--- src/rtl/pipeline_hazard_ctrl.sv ---
// Pipeline hazard controller for a five-stage in-order core.
// Resolves RAW hazards by forwarding. Handles load-use and branch hazards with
// stalls and flushes. Freezes the back end while data memory is busy, and
// latches a sticky timeout error if memory never answers.

module pipeline_hazard_ctrl #(
  parameter int ADDR_WIDTH     = 5,
  parameter int CNT_WIDTH      = 16,
  parameter int TIMEOUT_CYCLES = 255
) (
  input  logic                  i_clk,
  input  logic                  i_rst,
  input  logic [ADDR_WIDTH-1:0] i_rs1_addr_d,
  input  logic [ADDR_WIDTH-1:0] i_rs2_addr_d,
  input  logic [ADDR_WIDTH-1:0] i_rs1_addr_e,
  input  logic [ADDR_WIDTH-1:0] i_rs2_addr_e,
  input  logic [ADDR_WIDTH-1:0] i_rd_addr_e,
  input  logic [ADDR_WIDTH-1:0] i_rd_addr_m,
  input  logic [ADDR_WIDTH-1:0] i_rd_addr_w,
  input  logic [1:0]            i_resultsrc_e,
  input  logic                  i_regwrite_m,
  input  logic                  i_regwrite_w,
  input  logic                  i_pcsrc_e,
  input  logic                  i_dmem_req_m,
  input  logic                  i_dmem_ready,
  output logic [1:0]            o_forward_a_e,
  output logic [1:0]            o_forward_b_e,
  output logic                  o_stall_f,
  output logic                  o_stall_d,
  output logic                  o_stall_e,
  output logic                  o_stall_m,
  output logic                  o_flush_d,
  output logic                  o_flush_e,
  output logic                  o_flush_w,
  output logic                  o_timeout,
  output logic [CNT_WIDTH-1:0]  o_stall_cnt,
  output logic [CNT_WIDTH-1:0]  o_flush_cnt
);

  // Memory-wait FSM states.
  typedef enum logic [1:0] {
    ST_RUN   = 2'b00,
    ST_WAIT  = 2'b01,
    ST_ERROR = 2'b10
  } state_t;

  // Last wait-counter value tolerated before memory is declared dead.
  localparam logic [7:0] WAIT_LAST = 8'(TIMEOUT_CYCLES - 1);

  // A result-select value of 01 marks the EX instruction as a load.
  localparam logic [1:0] RESULT_LOAD = 2'b01;

  state_t                state_q;
  state_t                state_n;
  logic [7:0]            wait_cnt_q;
  logic                  timeout_q;
  logic [CNT_WIDTH-1:0]  stall_cnt_q;
  logic [CNT_WIDTH-1:0]  flush_cnt_q;

  logic [1:0]            forward_a;
  logic [1:0]            forward_b;
  logic                  load_use;
  logic                  mem_miss;
  logic                  in_error;
  logic                  mem_stall;
  logic                  stall_front;
  logic                  flush_dec;
  logic                  flush_exe;

  // Operand A bypass: the younger producer in M beats the older one in W.
  always_comb begin
    forward_a = 2'b00;
    if (i_regwrite_m && (i_rd_addr_m != '0) && (i_rd_addr_m == i_rs1_addr_e)) begin
      forward_a = 2'b10;
    end else if (i_regwrite_w && (i_rd_addr_w != '0) && (i_rd_addr_w == i_rs1_addr_e)) begin
      forward_a = 2'b01;
    end
  end

  // Operand B bypass, same priority as operand A.
  always_comb begin
    forward_b = 2'b00;
    if (i_regwrite_m && (i_rd_addr_m != '0) && (i_rd_addr_m == i_rs2_addr_e)) begin
      forward_b = 2'b10;
    end else if (i_regwrite_w && (i_rd_addr_w != '0) && (i_rd_addr_w == i_rs2_addr_e)) begin
      forward_b = 2'b01;
    end
  end

  // A load in EX whose destination is read by the decode instruction cannot be bypassed in time.
  always_comb begin
    load_use = 1'b0;
    if ((i_resultsrc_e == RESULT_LOAD) && (i_rd_addr_e != '0) &&
        ((i_rd_addr_e == i_rs1_addr_d) || (i_rd_addr_e == i_rs2_addr_d))) begin
      load_use = 1'b1;
    end
  end

  // FSM state register; reset forces RUN immediately.
  always_ff @(posedge i_clk or posedge i_rst) begin
    if (i_rst) begin
      state_q <= ST_RUN;
    end else begin
      state_q <= state_n;
    end
  end

  // FSM next state: enter WAIT on a miss, leave when memory answers, give up after the wait budget.
  always_comb begin
    state_n = state_q;
    case (state_q)
      ST_RUN: begin
        if (i_dmem_req_m && !i_dmem_ready) begin
          state_n = ST_WAIT;
        end
      end
      ST_WAIT: begin
        if (i_dmem_ready) begin
          state_n = ST_RUN;
        end else if (wait_cnt_q == WAIT_LAST) begin
          state_n = ST_ERROR;
        end
      end
      ST_ERROR: begin
        state_n = ST_ERROR;
      end
      default: begin
        state_n = ST_RUN;
      end
    endcase
  end

  // FSM outputs: ERROR freezes the pipe like an endless miss. While reset is held, only the live miss counts.
  always_comb begin
    mem_miss  = i_dmem_req_m && !i_dmem_ready;
    in_error  = (state_q == ST_ERROR) && !i_rst;
    mem_stall = mem_miss || in_error;
  end

  // Stall and flush combination: a memory stall masks every flush except the W bubble.
  always_comb begin
    stall_front = load_use || mem_stall;
    flush_dec   = i_pcsrc_e && !mem_stall;
    flush_exe   = (load_use || i_pcsrc_e) && !mem_stall;
  end

  // Wait counter: counts unanswered WAIT cycles and is zeroed whenever the pipe runs.
  always_ff @(posedge i_clk or posedge i_rst) begin
    if (i_rst) begin
      wait_cnt_q <= 8'd0;
    end else begin
      case (state_q)
        ST_RUN:  wait_cnt_q <= 8'd0;
        ST_WAIT: wait_cnt_q <= i_dmem_ready ? 8'd0 : (wait_cnt_q + 8'd1);
        default: wait_cnt_q <= wait_cnt_q;
      endcase
    end
  end

  // Sticky timeout flag, kept in step with the ERROR state.
  always_ff @(posedge i_clk or posedge i_rst) begin
    if (i_rst) begin
      timeout_q <= 1'b0;
    end else begin
      timeout_q <= (state_n == ST_ERROR);
    end
  end

  // Stall performance counter: counts front-end stall cycles and saturates.
  always_ff @(posedge i_clk or posedge i_rst) begin
    if (i_rst) begin
      stall_cnt_q <= '0;
    end else if (stall_front && (stall_cnt_q != '1)) begin
      stall_cnt_q <= stall_cnt_q + CNT_WIDTH'(1);
    end
  end

  // Flush performance counter: counts decode flushes (taken branches) and saturates.
  always_ff @(posedge i_clk or posedge i_rst) begin
    if (i_rst) begin
      flush_cnt_q <= '0;
    end else if (flush_dec && (flush_cnt_q != '1)) begin
      flush_cnt_q <= flush_cnt_q + CNT_WIDTH'(1);
    end
  end

  assign o_forward_a_e = forward_a;
  assign o_forward_b_e = forward_b;
  assign o_stall_f     = stall_front;
  assign o_stall_d     = stall_front;
  assign o_stall_e     = mem_stall;
  assign o_stall_m     = mem_stall;
  assign o_flush_d     = flush_dec;
  assign o_flush_e     = flush_exe;
  assign o_flush_w     = mem_stall;
  assign o_timeout     = timeout_q;
  assign o_stall_cnt   = stall_cnt_q;
  assign o_flush_cnt   = flush_cnt_q;

endmodule

--- config.mk ---
export PLATFORM = sky130hd
export DESIGN_NAME = pipeline_hazard_ctrl
export DESIGN_NICKNAME = d
export VERILOG_FILES = /design/src/rtl/pipeline_hazard_ctrl.sv
export SDC_FILE = /design/constraint.sdc
export NUM_CORES = 1
export LEC_CHECK = 0
export ABC_AREA = 1
export CAP_MARGIN = 0
export CORE_AREA = 2 2 82 84
export CTS_CLUSTER_SIZE = 16
export DETAILED_ROUTE_END_ITERATION = 6
export DIE_AREA = 0 0 84 86
export HOLD_SLACK_MARGIN = 0.02
export PLACE_DENSITY = 0.75
export SYNTH_ARGS = -nofsm -noshare
export SYNTH_HDL_FRONTEND = slang
export SYNTH_SLANG_ARGS = --single-unit
--- constraint.sdc ---
create_clock -name i_clk -period 1.9 [get_ports i_clk]
set_clock_uncertainty 0.15 [all_clocks]
set_input_delay 0.19 -clock i_clk [delete_from_list [all_inputs] [get_ports i_clk]]
set_output_delay 0.19 -clock i_clk [all_outputs]
set_load 0.005 [all_outputs]
# Word level (Yosys, flattened, before mapping)
# Index checks and enable logic that the tools add are counted.
# op_classes
n_addsub	3
eq_ne	13
muxes	11
reduce_logical	26
# ops
operator	count
16-bit by 1-bit adder with 16-bit output, second input constant	2
16-bit != test, second input constant	2
5-bit == test	6
8-bit case mux with 2 select lines	1
5-bit nonzero test	3
1-bit logical AND	14
2-bit two-way mux	5
8-bit by 1-bit adder with 8-bit output, second input constant	1
8-bit == test, second input constant	1
8-bit two-way mux	1
2-bit case mux with 3 select lines	1
2-bit by 1-bit == test with 1-bit output, second input constant	2
2-bit == test, second input constant	2
1-bit logical OR	4
1-bit logical NOT	3
1-bit two-way mux	3
2-bit logical NOT	1
2-bit nonzero test	1
# word_totals
regBits	43
input_bits	44
out_inout_bits	44
wordCells	58

# Longest topological paths before layout
# Gate-level depths: netlist of run 1.
# depth
depth_word	6
mapped_depth	12
mapped_depth_nobuf	11

# Worst setup path before layout of run 1
# Ideal clock, no wire load.
# synth_path
kind	reg2reg
start	reg stall_cnt_q[0], in the netlist o_stall_cnt[0]
end	reg stall_cnt_q[5], in the netlist o_stall_cnt[5]
setup_ns	0.117
arrival_time_ns	1.423
required_time_ns	1.633
setup_slack_ns	0.210
stages_incl_launch_ff	10
n_path_buf	1
period_less_slack_ns	1.690
path_cell_list	dfrtp_1 > ha_1 > nand2_1 > nor2_2 > nand2_2 > nor2_4 > nand2_4 > buf_2 > nand3_1 > nand2_1
# synth_via
elab_chain_cells	2
elab_cells_between_ends	3
classes_between	add/sub: 1; eq/ne: 1; reduce/logical: 1
# synth_lines
element	line	source
from (decl)	57	logic [CNT_WIDTH-1:0] stall_cnt_q;
from (signal assigned)	174	stall_cnt_q <= stall_cnt_q + CNT_WIDTH'(1);
branches (longest 2 deep; another with 16-bit by 1-bit adder with 16-bit output)	--	
# Several ways; the timed one is not identified.
# A chain may end at the register's enable or synchronous reset.

# Worst setup path in the final report of run 1
# layout_path
start	reg state_q[0]
end	out o_stall_d
# layout_via
elab_chain_cells	4
# layout_lines
element	line	source
from (decl)	53	state_t state_q;
from (signal assigned)	104	state_q <= state_n;
2-bit == test	136	in_error = (state_q == ST_ERROR) && !i_rst;
1-bit logical AND	136	
1-bit logical OR	137	mem_stall = mem_miss || in_error;
1-bit logical OR	142	stall_front = load_use || mem_stall;
to (decl)	29	output logic o_stall_d,
# No other way between the ends.

==> impl_metrics.yaml, run 1 <==
run_status:
  status: "completed"
timing:
  setup_violations: 0
  slew_headroom: 0.732
  final_hold_viol_count: 0
  fin_crit_sh: 0.961
  worst_slew_pin_slew_ns: 0.399
  drv_slew: 0
  finalSetupTns_ns: 0
  fmaxAchievable_mhz: 548
  rsz0062_at_grt: "true"
  setup_slack_ns: 0.0738
  finalCriticalPeriod_ns: 1.83
placed_design:
  gp_congestion: 0.895
  hpwl_um: 5620
  place_ws_ns: -0.335
  io_buffers: 87
floorplan:
  fp.dieH_um: 86
  fp.dieArea_um2: 7220
  die_x_um: 84
  rows: 29
  initial_core_util: 0.467
  ios: 88
  core_um2: 6280
power:
  irDropWorstVdd_v: 0.000659
  power.density_nw_per_um2: 656
  power.leakage_nw: 2.08
  total_power_w: 0.00276
final_layout:
  synthToLayoutAreaGrowth_pct: 43.2
  drive_above_1_share: 0.133
  final_nets: 566
  diodes: 0
routing:
  drt.antenna.violating_nets: 0
  num_vias: 2929
  drt_iter0_markers: 163
  drc: 0
  dr.pass1.iters: 4
  wl_per_cell_um: 12.4
  viasPerCell: 4.91
  drt_wl_total_um: 7390
synthesis:
  syn_area_per_cell_um2: 7.34
  synth_ff_type: "dfrtp_1"
  ys_types: 31
  synth_fp_nets: 448
  synthArstFlopShare: 1.00
  ys_warn_count: 0
  syn-instance-count: 400
  synth.ff_latch_count: 43
  synth_edf_count: 0
  ys_seq_area_frac: 0.367
  syn_area_um2: 2930
critical_path:
  rr_endpoint: "o_flush_cnt[13]"
  cp.required_ns: 1.56
  worstSetupEndpointType: "output port"
  path_buf_inv: 5
  cp-startpoint: "state_q[0]"
  cp-endpoint: "o_stall_d"
  critPathSlowestCell: "dfrtp_1"
  startpoint_type: "register"
  cpMostUsedCell: "buf_4"
  crit_path_cell_trace: "inv_2 -> nand2_2 -> o21ai_4 -> buf_4 -> buf_4 -> inv_1 -> nand2_4 -> buf_2"
  critPathMaxStageDelay_ns: 0.40
  rrSetupSlack_ns: 0.14
  crit_path_max_fanout: 3
  arrival_ns: 1.49
  path_depth: 8
  cpLargestDelayFamily: "buffers and inverters"
  path_class: "reg2out"
  rr_worst_depth: 10
  reg2reg_from: "o_flush_cnt[1]"
job:
  drv_cap: 0
clock_network:
  cts-hold-fix-buffers: 0
  worstSkewPairLatency_ns: 0.30
  cts_root_buffer: "clkbuf_8"
  cts_max_level: 2
  clock_sinks: 43
  cts_tree: "yes"
  clockBufferDepth: 2
  cts_made_buffers: 5
  clk_pin_slew_ns: 0.09
global_route:
  grt_pass1_vias: 2817
  grt_pass1_wl_um: 12400
  grt-ovfl-total: 0
  grt_usage: 0.207
  grt_max_degree: 44
  antenna_found_initial: 0
worst_hold_path:
  hold_path_class: "in2async"
## metal layers
layer	up-vias	track usage	wire, um
li1	1492	-	-
met1	1360	0.252	3200
met2	64	0.374	3790
met3	13	0.0337	234
met4	0	0.0674	160
met5	-	0	0
## final cells by class
| cell class | instances | area (um2) |
|---|---|---|
| sequential | 43 | 1080 |
| tap | 77 | 96.3 |
| fill | 570 | 2080 |
| multi-input combinational | 298 | 1660 |
| timing repair buffer | 120 | 1100 |
| clock buffer | 6 | 72.6 |
| clock inverter | 2 | 12.5 |
| inverter | 50 | 188 |
## where the power goes
group,switching (W),total (W),internal [W]
clock network,0.000329,0.000586,0.000257
logic,0.000383,0.000942,0.000559
registers,0.000184,0.00123,0.00104
## sequential cells by signal, summed over array words and instances, names as in the netlist
register,cells
state_q,2
o_flush_cnt,16
o_timeout,1
o_stall_cnt,16
wait_cnt_q,8
## cell families after synthesis
kind of cell,synth area share
AO/OA/AOI/OAI,0.0456
AND/OR/NAND/NOR,0.340
buffers and inverters,0.0900
XOR/XNOR,0.140
flip-flops,0.367
adder cells (fa/ha/maj),0.0171
## Yosys cell counts, drive strengths merged (5+ instances only)
cell type	count	area, um2
nand2	123	487
nand4	7	43.8
xor2	30	263
nor3	13	81.3
buf	9	76.3
xnor2	17	149
dfrtp	43	1080
a21oi	5	25.0
nor2	40	163
inv	50	188
nand3	34	170
o21ai	12	63.8
## how the worst min path moves through the flow
| stage | start | endpoint | cells past startpoint |
|---|---|---|---|
| final | i_rst | o_timeout | 3 |
| after global routing | i_rst | o_timeout | 3 |
| after CTS | i_rst | o_timeout | 3 |
| after detailed placement | state_q[0] | state_q[0] | 1 |
| after global placement | state_q[0] | state_q[0] | 1 |
| after floorplan | i_dmem_req_m | state_q[0] | 2 |
## cells in the final DEF (no fill, tap or decap), drive strengths merged
master / instances
clkinv: 1
xor2: 30
a21oi: 5
o22ai: 1
o21ai: 12
dlymetal6s2s: 3
clkbuf: 8
nor3: 13
nor2: 40
ha: 4
clkdlybuf4s50: 54
xnor2: 17
a31oi: 1
buf: 35
clkinvlp: 1
a22oi: 1
nand3b: 3
dfrtp: 43
nor4: 4
inv: 50
nand2: 123
o31ai: 1
nand3: 34
dlygate4sd2: 26
nand4: 7
o32ai: 2
## worst register-to-register path, cell delays in order (launching register included)
cell	delay, ns
dfrtp_1	0.43
buf_4	0.14
nand3_1	0.08
nor2_1	0.15
nand3_1	0.14
inv_1	0.10
nand3b_1	0.08
nor2_1	0.21
nand2_1	0.08
nand2_1	0.06
nand2_1	0.05
## through the flow
step                std cells  area (um2)  hold slack (ns)  utilization
finish                    596        4200            0.185        0.669
global route              596        4200            0.196        0.669
CTS                       591        4110            0.184        0.655
detailed placement        578        4010            0.323        0.639
global placement          578        4010            0.304        0.639
floorplan                 400        2930            0.232            -
## timing repair
action                                  CTS  global route
endpoints found under the setup margin   11            35
cloned                                    0             0
gates resized for setup                  43            16
pin swaps                                13             5
buffers inserted                          5             5
Note: power is estimated with default switching activity, not from simulation.
==> run 2: changes to the inputs <==
--- a/config.mk
+++ b/config.mk
@@ -8,6 +8,7 @@
 export ABC_AREA = 1
 export CAP_MARGIN = 0
 export CORE_AREA = 2 2 82 84
+export CTS_CLUSTER_DIAMETER = 80
 export CTS_CLUSTER_SIZE = 16
 export DETAILED_ROUTE_END_ITERATION = 6
 export DIE_AREA = 0 0 84 86
==> results of run 2 <==
Same layout as run 1: the final DEF is identical, and so are final timing and power.
==> run 3: changes to the inputs <==
--- a/config.mk
+++ b/config.mk
@@ -6,13 +6,12 @@
 export NUM_CORES = 1
 export LEC_CHECK = 0
 export ABC_AREA = 1
-export CAP_MARGIN = 0
 export CORE_AREA = 2 2 82 84
 export CTS_CLUSTER_DIAMETER = 80
 export CTS_CLUSTER_SIZE = 16
 export DETAILED_ROUTE_END_ITERATION = 6
 export DIE_AREA = 0 0 84 86
-export HOLD_SLACK_MARGIN = 0.02
+export HOLD_SLACK_MARGIN = 0.06
 export PLACE_DENSITY = 0.75
 export SYNTH_ARGS = -nofsm -noshare
 export SYNTH_HDL_FRONTEND = slang
==> results of run 3 <==
Same layout as run 1: the final DEF is identical, and so are final timing and power.
